`src/rtl/cpu_defs.sv`:
```
// Shared CPU definitions: bridge FSM encoding, kseg window bounds and the
// virtual-to-physical address helper used by both the data and fetch paths.
package cpu_defs;

    localparam int ADDR_W = 32;
    localparam int DATA_W = 32;

    // kseg0/kseg1 occupy the top-nibble window [KSEG_LO, KSEG_HI)
    localparam logic [3:0] KSEG_LO = 4'h8;
    localparam logic [3:0] KSEG_HI = 4'hC;

    typedef enum logic [1:0] {
        ST_IDLE = 2'd0,
        ST_REQ  = 2'd1,
        ST_WAIT = 2'd2,
        ST_DONE = 2'd3
    } bridge_state_e;

    // kseg0/kseg1 drop to the low 512 MiB; kuseg/kseg2/kseg3 pass through
    function automatic logic [ADDR_W-1:0] virt2phys(input logic [ADDR_W-1:0] addr);
        logic [ADDR_W-1:0] phys_s;
        if ((addr[ADDR_W-1 -: 4] >= KSEG_LO) && (addr[ADDR_W-1 -: 4] < KSEG_HI)) begin
            phys_s = {3'b000, addr[ADDR_W-4:0]};
        end else begin
            phys_s = addr;
        end
        return phys_s;
    endfunction

endpackage

```
`src/rtl/data_sram_bridge_if.sv`:
```
// Data-side bundle: the pipeline's SRAM-style port plus the req/addr_ok/data_ok
// memory bus. The bridge takes the slave view; the core/memory model the master view.
interface data_sram_bridge_if #(
    parameter int ADDR_W = 32,
    parameter int DATA_W = 32
);
    localparam int STRB_W = DATA_W / 8;

    logic              cpu_req;
    logic              cpu_wr;
    logic [STRB_W-1:0] cpu_wstrb;
    logic [ADDR_W-1:0] cpu_addr;
    logic [DATA_W-1:0] cpu_wdata;
    logic              cpu_stall;
    logic [DATA_W-1:0] cpu_rdata;

    logic              mem_req;
    logic              mem_wr;
    logic [STRB_W-1:0] mem_wstrb;
    logic [ADDR_W-1:0] mem_addr;
    logic [DATA_W-1:0] mem_wdata;
    logic              mem_addr_ok;
    logic              mem_data_ok;
    logic [DATA_W-1:0] mem_rdata;

    modport slave (
        input  cpu_req, cpu_wr, cpu_wstrb, cpu_addr, cpu_wdata,
        output cpu_stall, cpu_rdata,
        output mem_req, mem_wr, mem_wstrb, mem_addr, mem_wdata,
        input  mem_addr_ok, mem_data_ok, mem_rdata
    );

    modport master (
        output cpu_req, cpu_wr, cpu_wstrb, cpu_addr, cpu_wdata,
        input  cpu_stall, cpu_rdata,
        input  mem_req, mem_wr, mem_wstrb, mem_addr, mem_wdata,
        output mem_addr_ok, mem_data_ok, mem_rdata
    );

endinterface

```
`src/rtl/data_sram_bridge.sv`:
```
// Single-outstanding bridge from the MEM-stage SRAM port to a variable-latency
// req/addr_ok/data_ok bus. Each access is registered (address already mapped to
// physical), issued once, and the pipeline is stalled until the response returns.
module data_sram_bridge
    import cpu_defs::*;
#(
    parameter int ADDR_W = 32,
    parameter int DATA_W = 32
) (
    input  logic             clk,
    input  logic             reset,
    data_sram_bridge_if.slave bus
);

    localparam int STRB_W = DATA_W / 8;

    bridge_state_e     state_r;
    bridge_state_e     state_nxt_s;
    logic              resp_s;
    logic              accept_s;
    logic              flush_r;
    logic              wr_r;
    logic [STRB_W-1:0] wstrb_r;
    logic [ADDR_W-1:0] addr_r;
    logic [DATA_W-1:0] wdata_r;
    logic [DATA_W-1:0] rdata_r;

    assign accept_s = (state_r == ST_IDLE) && bus.cpu_req;

    // Next-state logic; resp_s marks the cycle the response is taken
    always_comb begin
        state_nxt_s = state_r;
        resp_s      = 1'b0;
        case (state_r)
            ST_IDLE: begin
                if (bus.cpu_req) begin
                    state_nxt_s = ST_REQ;
                end else begin
                    state_nxt_s = ST_IDLE;
                end
            end
            ST_REQ: begin
                // data_ok without addr_ok is a protocol error and is ignored
                if (bus.mem_addr_ok && bus.mem_data_ok) begin
                    state_nxt_s = ST_DONE;
                    resp_s      = 1'b1;
                end else if (bus.mem_addr_ok) begin
                    state_nxt_s = ST_WAIT;
                end else begin
                    state_nxt_s = ST_REQ;
                end
            end
            ST_WAIT: begin
                if (bus.mem_data_ok) begin
                    state_nxt_s = ST_DONE;
                    resp_s      = 1'b1;
                end else begin
                    state_nxt_s = ST_WAIT;
                end
            end
            ST_DONE: begin
                state_nxt_s = ST_IDLE;
            end
            default: begin
                state_nxt_s = ST_IDLE;
            end
        endcase
    end

    // FSM state register
    always_ff @(posedge clk) begin
        if (reset) begin
            state_r <= ST_IDLE;
        end else begin
            state_r <= state_nxt_s;
        end
    end

    // Request register: captured once on accept, stable for the whole transaction
    always_ff @(posedge clk) begin
        if (reset) begin
            wr_r    <= 1'b0;
            wstrb_r <= {STRB_W{1'b0}};
            addr_r  <= {ADDR_W{1'b0}};
            wdata_r <= {DATA_W{1'b0}};
        end else if (accept_s) begin
            wr_r    <= bus.cpu_wr;
            wstrb_r <= bus.cpu_wr ? bus.cpu_wstrb : {STRB_W{1'b0}};
            addr_r  <= virt2phys(bus.cpu_addr);
            wdata_r <= bus.cpu_wdata;
        end
    end

    // Flush flag: remembers that the pipeline withdrew the access mid-flight
    always_ff @(posedge clk) begin
        if (reset) begin
            flush_r <= 1'b0;
        end else if (accept_s) begin
            flush_r <= 1'b0;
        end else if ((state_r != ST_IDLE) && !bus.cpu_req) begin
            flush_r <= 1'b1;
        end
    end

    // Load data register: only a live (unflushed) load updates it
    always_ff @(posedge clk) begin
        if (reset) begin
            rdata_r <= {DATA_W{1'b0}};
        end else if (resp_s && !wr_r && bus.cpu_req && !flush_r) begin
            rdata_r <= bus.mem_rdata;
        end
    end

    assign bus.mem_req   = (state_r == ST_REQ);
    assign bus.mem_wr    = wr_r;
    assign bus.mem_wstrb = wstrb_r;
    assign bus.mem_addr  = addr_r;
    assign bus.mem_wdata = wdata_r;
    // Combinational so that a brand-new request stalls in its very first cycle
    assign bus.cpu_stall = bus.cpu_req && (state_r != ST_DONE);
    assign bus.cpu_rdata = rdata_r;

endmodule

```
`src/flat_wrapper.sv`:
```
// flat-port wrapper written by rule: the top's interface ports become plain ports
module data_sram_bridge_flat import cpu_defs::*;
#(
    parameter int ADDR_W = 32,
    parameter int DATA_W = 32
)
  (clk, reset, bus_cpu_req, bus_cpu_wr, bus_cpu_wstrb, bus_cpu_addr, bus_cpu_wdata, bus_cpu_stall, bus_cpu_rdata, bus_mem_req, bus_mem_wr, bus_mem_wstrb, bus_mem_addr, bus_mem_wdata, bus_mem_addr_ok, bus_mem_data_ok, bus_mem_rdata);
  data_sram_bridge_if #(.ADDR_W(ADDR_W), .DATA_W(DATA_W)) bus_i ();
  input  logic clk;
  input  logic reset;
  input wire logic [$bits(bus_i.cpu_req)-1:0] bus_cpu_req;
  input wire logic [$bits(bus_i.cpu_wr)-1:0] bus_cpu_wr;
  input wire logic [$bits(bus_i.cpu_wstrb)-1:0] bus_cpu_wstrb;
  input wire logic [$bits(bus_i.cpu_addr)-1:0] bus_cpu_addr;
  input wire logic [$bits(bus_i.cpu_wdata)-1:0] bus_cpu_wdata;
  output wire logic [$bits(bus_i.cpu_stall)-1:0] bus_cpu_stall;
  output wire logic [$bits(bus_i.cpu_rdata)-1:0] bus_cpu_rdata;
  output wire logic [$bits(bus_i.mem_req)-1:0] bus_mem_req;
  output wire logic [$bits(bus_i.mem_wr)-1:0] bus_mem_wr;
  output wire logic [$bits(bus_i.mem_wstrb)-1:0] bus_mem_wstrb;
  output wire logic [$bits(bus_i.mem_addr)-1:0] bus_mem_addr;
  output wire logic [$bits(bus_i.mem_wdata)-1:0] bus_mem_wdata;
  input wire logic [$bits(bus_i.mem_addr_ok)-1:0] bus_mem_addr_ok;
  input wire logic [$bits(bus_i.mem_data_ok)-1:0] bus_mem_data_ok;
  input wire logic [$bits(bus_i.mem_rdata)-1:0] bus_mem_rdata;
  assign bus_i.cpu_req = bus_cpu_req;
  assign bus_i.cpu_wr = bus_cpu_wr;
  assign bus_i.cpu_wstrb = bus_cpu_wstrb;
  assign bus_i.cpu_addr = bus_cpu_addr;
  assign bus_i.cpu_wdata = bus_cpu_wdata;
  assign bus_cpu_stall = bus_i.cpu_stall;
  assign bus_cpu_rdata = bus_i.cpu_rdata;
  assign bus_mem_req = bus_i.mem_req;
  assign bus_mem_wr = bus_i.mem_wr;
  assign bus_mem_wstrb = bus_i.mem_wstrb;
  assign bus_mem_addr = bus_i.mem_addr;
  assign bus_mem_wdata = bus_i.mem_wdata;
  assign bus_i.mem_addr_ok = bus_mem_addr_ok;
  assign bus_i.mem_data_ok = bus_mem_data_ok;
  assign bus_i.mem_rdata = bus_mem_rdata;
  data_sram_bridge #(.ADDR_W(ADDR_W), .DATA_W(DATA_W)) u_core (.clk(clk), .reset(reset), .bus(bus_i));
endmodule
```
`config.mk`:
```
export PLATFORM = sky130hd
export DESIGN_NAME = data_sram_bridge_flat
export DESIGN_NICKNAME = d
export VERILOG_FILES = /design/src/rtl/cpu_defs.sv /design/src/rtl/data_sram_bridge_if.sv /design/src/rtl/data_sram_bridge.sv /design/src/flat_wrapper.sv
export SDC_FILE = /design/constraint.sdc
export NUM_CORES = 1
export LEC_CHECK = 0
export BUFFER_PORTS_ARGS = -buffer_cell sky130_fd_sc_hd__buf_2
export CORE_MARGIN = 4
export CORE_UTILIZATION = 49
export CTS_BUF_LIST = sky130_fd_sc_hd__clkbuf_8
export DETAILED_ROUTE_END_ITERATION = 10
export GPL_TIMING_DRIVEN = 0
export HOLD_SLACK_MARGIN = 0.08
export PLACE_DENSITY_LB_ADDON = 0.08
export SLEW_MARGIN = 0
export SYNTH_ARGS = -nofsm -noshare
export SYNTH_HDL_FRONTEND = slang
export SYNTH_SLANG_ARGS = --single-unit
```
`constraint.sdc`:
```
create_clock -name clk -period 3.1 [get_ports clk]
set_input_delay 0.31 -clock clk [delete_from_list [all_inputs] [get_ports clk]]
set_output_delay 0.31 -clock clk [all_outputs]
set_load 0.005 [all_outputs]
```
# After elaboration in Yosys (flattened, before gate mapping)
# Index checks and enable logic that the tools add are counted.
# totals
ff_bits	104
output_inout_bits	103
elab_cells	37
# classes
magnitude_cmp	2
n_eq_ne	4
n_mux	10
n_reduce_logical	14
# op_table
operator	count
32-bit 2-to-1 mux	1
1-bit logical AND	8
2-bit case mux with 4 select lines	1
2-bit equality test, second input constant	2
4-bit >= comparator, second input constant	1
4-bit < comparator, second input constant	1
1-bit 2-to-1 mux	4
2-bit 2-to-1 mux	2
4-bit 2-to-1 mux	1
1-bit logical NOT	3
2-bit by 1-bit equality test with 1-bit output, second input constant	1
2-bit logical NOT	1
2-bit != test, second input constant	1
1-bit case mux with 2 select lines	1
2-bit nonzero test	1
2-bit OR reduction	1

# Depth between registers and ports, before layout
# logic_depth
word_depth	6
depth_mapped	7
ltp_nobuf	5

# Least setup slack after synthesis
# Ideal clock, no wire load.
# synth_path
kind	flip-flop to flip-flop
startpoint	register u_core.state_r[0]
endpoint	register u_core.rdata_r[0], in the netlist u_core.bus.cpu_rdata[0]
setup_ns	0.072
t_arrival_ns	1.523
required_time_ns	3.028
path_slack_ns	1.505
stages_incl_launch_ff	7
n_path_buf	1
cell_sequence	dfxtp_1 inv_1 ha_1 nand4b_1 nor3_4 buf_6 mux2i_1
# synth_between
elab_chain_len	5
word_cells_on_any_way	6
# synth_lines
element	line_no	rtl
start, declared	data_sram_bridge.sv:17	bridge_state_e state_r;
start signal, assigned	data_sram_bridge.sv:75	state_r <= state_nxt_s;
2-bit equality test or 2-bit by 1-bit equality test with 1-bit output (tied branches)	data_sram_bridge.sv:34	case (state_r)
1-bit case mux with 2 select lines (*)	data_sram_bridge.sv:34	
1-bit logical AND (*) (3 in a row)	data_sram_bridge.sv:109	end else if (resp_s && !wr_r && bus.cpu_req && !flush_r) begin
end signal, assigned	data_sram_bridge.sv:108	rdata_r <= {DATA_W{1'b0}};
end signal, assigned	data_sram_bridge.sv:110	rdata_r <= bus.mem_rdata;
end, declared	data_sram_bridge.sv:26	logic [DATA_W-1:0] rdata_r;
# Mark *: on every way between the ends. The rest lies on a longest branch, timed or not.
# A chain may end at the register's enable or synchronous reset.

# Final worst setup path
# layout_path
startpoint	register u_core.state_r[0]
endpoint	register u_core.wdata_r[26], in the netlist u_core.bus.mem_wdata[26]
# layout_between
elab_chain_len	2
# layout_lines
element	line_no	rtl
2-bit logical NOT	data_sram_bridge.sv:28	assign accept_s = (state_r == ST_IDLE) && bus.cpu_req;
1-bit logical AND	data_sram_bridge.sv:28	
end signal, assigned	data_sram_bridge.sv:85	wdata_r <= {DATA_W{1'b0}};
end signal, assigned	data_sram_bridge.sv:90	wdata_r <= bus.cpu_wdata;
end, declared	data_sram_bridge.sv:25	logic [DATA_W-1:0] wdata_r;
# No other way between the ends.

==> results.sh <==
export IMPL_status="complete, no violations"
export IMPL_cp_startpoint="u_core.state_r[0]"
export IMPL_rows=31
export IMPL_grt_pass1_vias=3305
export IMPL_routed_wl_um=9940
export IMPL_crit_path_end_kind="flop"
export IMPL_grt_overflow=0
export IMPL_crit_slowest_cell="a21oi_1"
export IMPL_worstSkewPairLatency_ps=350
export IMPL_yosysSeqAreaShare=0.561
export IMPL_synth_seq_cells=104
export IMPL_worst_r2r_path_depth=6
export IMPL_whs_path_depth=2
export IMPL_layout_min_cycle_time_ps=2040
export IMPL_syn_to_final_growth_pct=36.2
export IMPL_p_seq_frac=0.575
export IMPL_fin_crit_sh=0.658
export IMPL_max_freq_ghz=0.490
export IMPL_viasPerCell=4.98
export IMPL_clock_skew_ps=11.7
export IMPL_synth_common_cells="dfxtp_1, nand2b_1, a22o_1"
export IMPL_hold_viol=0
export IMPL_portBuffers=208
export IMPL_dp_cells=626
export IMPL_worstHoldPathType="input pin to flop"
export IMPL_grt_max_degree=19
export IMPL_die_x_um=95.1
export IMPL_p_comb_frac=0.117
export IMPL_whs_ps=155
export IMPL_synth_edff_count=0
export IMPL_final_cells=642
export IMPL_p_sw_mw=0.631
export IMPL_worstMarginPinSlew_ps=568
export IMPL_synth_nets=430
export IMPL_synth_top_area_frac=0.561
export IMPL_startpoint_type="flop"
export IMPL_syn_inst=319
export IMPL_n_antenna_cell=0
export IMPL_core_area_mm2=0.00729
export IMPL_power_share_switching=0.253
export IMPL_fin_area_mm2=0.00506
export IMPL_gp_congestion=0.737
export IMPL_setup_ws_ps=1060
export IMPL_synth_cell_types=19
export IMPL_dp_hpwl_um=7850
export IMPL_preCtsSetupSlack_ps=1030
export IMPL_ioPinCount=209
export IMPL_cts_root_buf="clkbuf_8"
export IMPL_clkPwrFrac=0.307
export IMPL_arrival_ps=2340
export IMPL_syn_area_mm2=0.00371
export IMPL_route_vias_total=3197
export IMPL_drv_cap=0
export IMPL_power_density_mw_per_mm2=492
export IMPL_synth_most_common_cell="dfxtp_1"
export IMPL_ys_warn_count=0
export IMPL_htreeDepth=3
export IMPL_p_int_mw=1.86
export IMPL_drive_gt1_frac=0.427
export IMPL_routedWlPerCell_um=15.5
export IMPL_fin_util=0.694
export IMPL_cts_tree="done"
export IMPL_placed_area_mm2=0.00488
export IMPL_crit_type="flop to flop"
export IMPL_fin_nets=649
export IMPL_async_flop_share=0
export IMPL_reg2reg_slack_ps=1060
export IMPL_crit_fanout=10
export IMPL_drcViolationCount=0
export IMPL_cts_hold_buf=0
export IMPL_r2r_end="u_core.bus.mem_wdata[26]"
export IMPL_antenna_found_initial=0
export IMPL_clkSlewWorstSetupHoldPaths_ps=100
export IMPL_cts_setup_buffers=0
export IMPL_crit_required_ps=3410
export IMPL_cts_sinks=104
export IMPL_synth_main_ff_cell="dfxtp_1"
export IMPL_avgSynthCellArea_um2=11.6
export IMPL_grtUsageTotal=0.217
export IMPL_dieArea_mm2=0.00904
export IMPL_cts_buffers=9
export IMPL_start_util=0.509
export IMPL_path_cells="inv_1, ha_1, a21oi_1, buf_2, buf_2, a22o_1"
export IMPL_grt_setup_unrepaired="false"
export IMPL_maxSlewViolCount=0
export IMPL_grt_pass1_wl_um=15400
export IMPL_synth_largest_area_cell="dfxtp_1"
export IMPL_relSlewSlack=0.622
export IMPL_ir_drop_mv=0.276
export IMPL_drt_iter0_drc=46
export IMPL_reg2reg_from="u_core.state_r[0]"
export IMPL_synth_area_leaders="dfxtp_1, a22o_1, nand2b_1, mux2i_1, clkbuf_1"
export IMPL_setup_violations_final=0
export IMPL_cpMostUsedCell="buf_2"
export IMPL_cp_endpoint="u_core.bus.mem_wdata[26]"
export IMPL_die_h_um=95.1
export IMPL_postCtsResizedCells=0
export IMPL_drtPass1Iterations=4
export IMPL_cp_slowest_stage_delay_ps=490
export IMPL_clock_path_buffers=2
export IMPL_power_mw=2.49
export IMPL_ant_nets=0
export IMPL_cellLeakagePower_nw=2.46
export IMPL_tns_ps=0
-- routing by layer --
layer  global-route usage  vias up  part of all wire
met2                0.365      134              0.48
met4               0.0974        0             0.025
li1                     -     1570                 -
met1                0.248     1474              0.40
met5                    0        -                 0
met3               0.0766       19             0.093
-- flip-flops by register name, indices dropped and copies added, names as in the netlist, named ones only --
register,flops
u_core.bus.mem_addr,32
u_core.state_r,1
u_core.bus.mem_wr,1
u_core.bus.cpu_rdata,32
u_core.bus.mem_wdata,32
u_core.bus.mem_wstrb,4
u_core.flush_r,1
-- power by group through the flow --
stage	combinational (mW)	clock (mW)	sequential [mW]
after global placement	0.289	0	1.46
after CTS	0.296	0.782	1.43
final	0.292	0.765	1.43
after floorplan	0.123	0	1.47
after global routing	0.324	0.838	1.44
after detailed placement	0.297	0	1.46
-- cells by family after synthesis --
group,count (synthesis),share of synthesized area
adders and majority gates,5,0.0168
and+or+nand+nor,76,0.128
DFF,104,0.561
muxes,32,0.0863
buffers and inverters,27,0.0347
AOI/OAI and AO/OA,75,0.174
-- worst max-delay path: cells and delay by family (launching register included) --
kind / cells / cell delay (ps)
DFF: 1 / 400
buffers and inverters: 3 / 700
AOI/OAI and AO/OA: 2 / 660
adders and majority gates: 1 / 240
-- layout by cell type, fill, tap and decap left out, types with 4 or more instances in the layout --
cell type | synthesis | routed
inv_1 | 3 | 4
clkbuf_8 | 0 | 9
a32o_1 | 6 | 6
a22o_1 | 63 | 63
ha_1 | 5 | 5
a21oi_1 | 5 | 5
dfxtp_1 | 104 | 104
clkbuf_1 | 17 | 17
nand2b_1 | 65 | 65
mux2i_1 | 32 | 32
buf_2 | 4 | 212
-- how the worst min path moves through the flow --
stage | start | to | slack (ps)
after detailed placement | u_core.bus.mem_wstrb[1] | u_core.bus.mem_wstrb[1] | 450
after global placement | u_core.bus.mem_addr[31] | u_core.bus.mem_addr[31] | 440
after CTS | bus_cpu_wdata[17] | u_core.bus.mem_wdata[17] | 140
after global routing | bus_cpu_wdata[23] | u_core.bus.mem_wdata[23] | 140
final | bus_cpu_wdata[17] | u_core.bus.mem_wdata[17] | 160
after floorplan | bus_cpu_addr[0] | u_core.bus.mem_addr[0] | 440
-- layout make-up --
cell class	count	area, um^2
clock buffers	9	124
multi-input cells	188	1500
plain buffers	24	118
repair buffers	208	1040
flip-flops and latches	104	2080
well taps	99	124
fillers	618	2230
clock inverters	7	55.1
inverters	3	11.3
(Power assumes the default switching activity.)
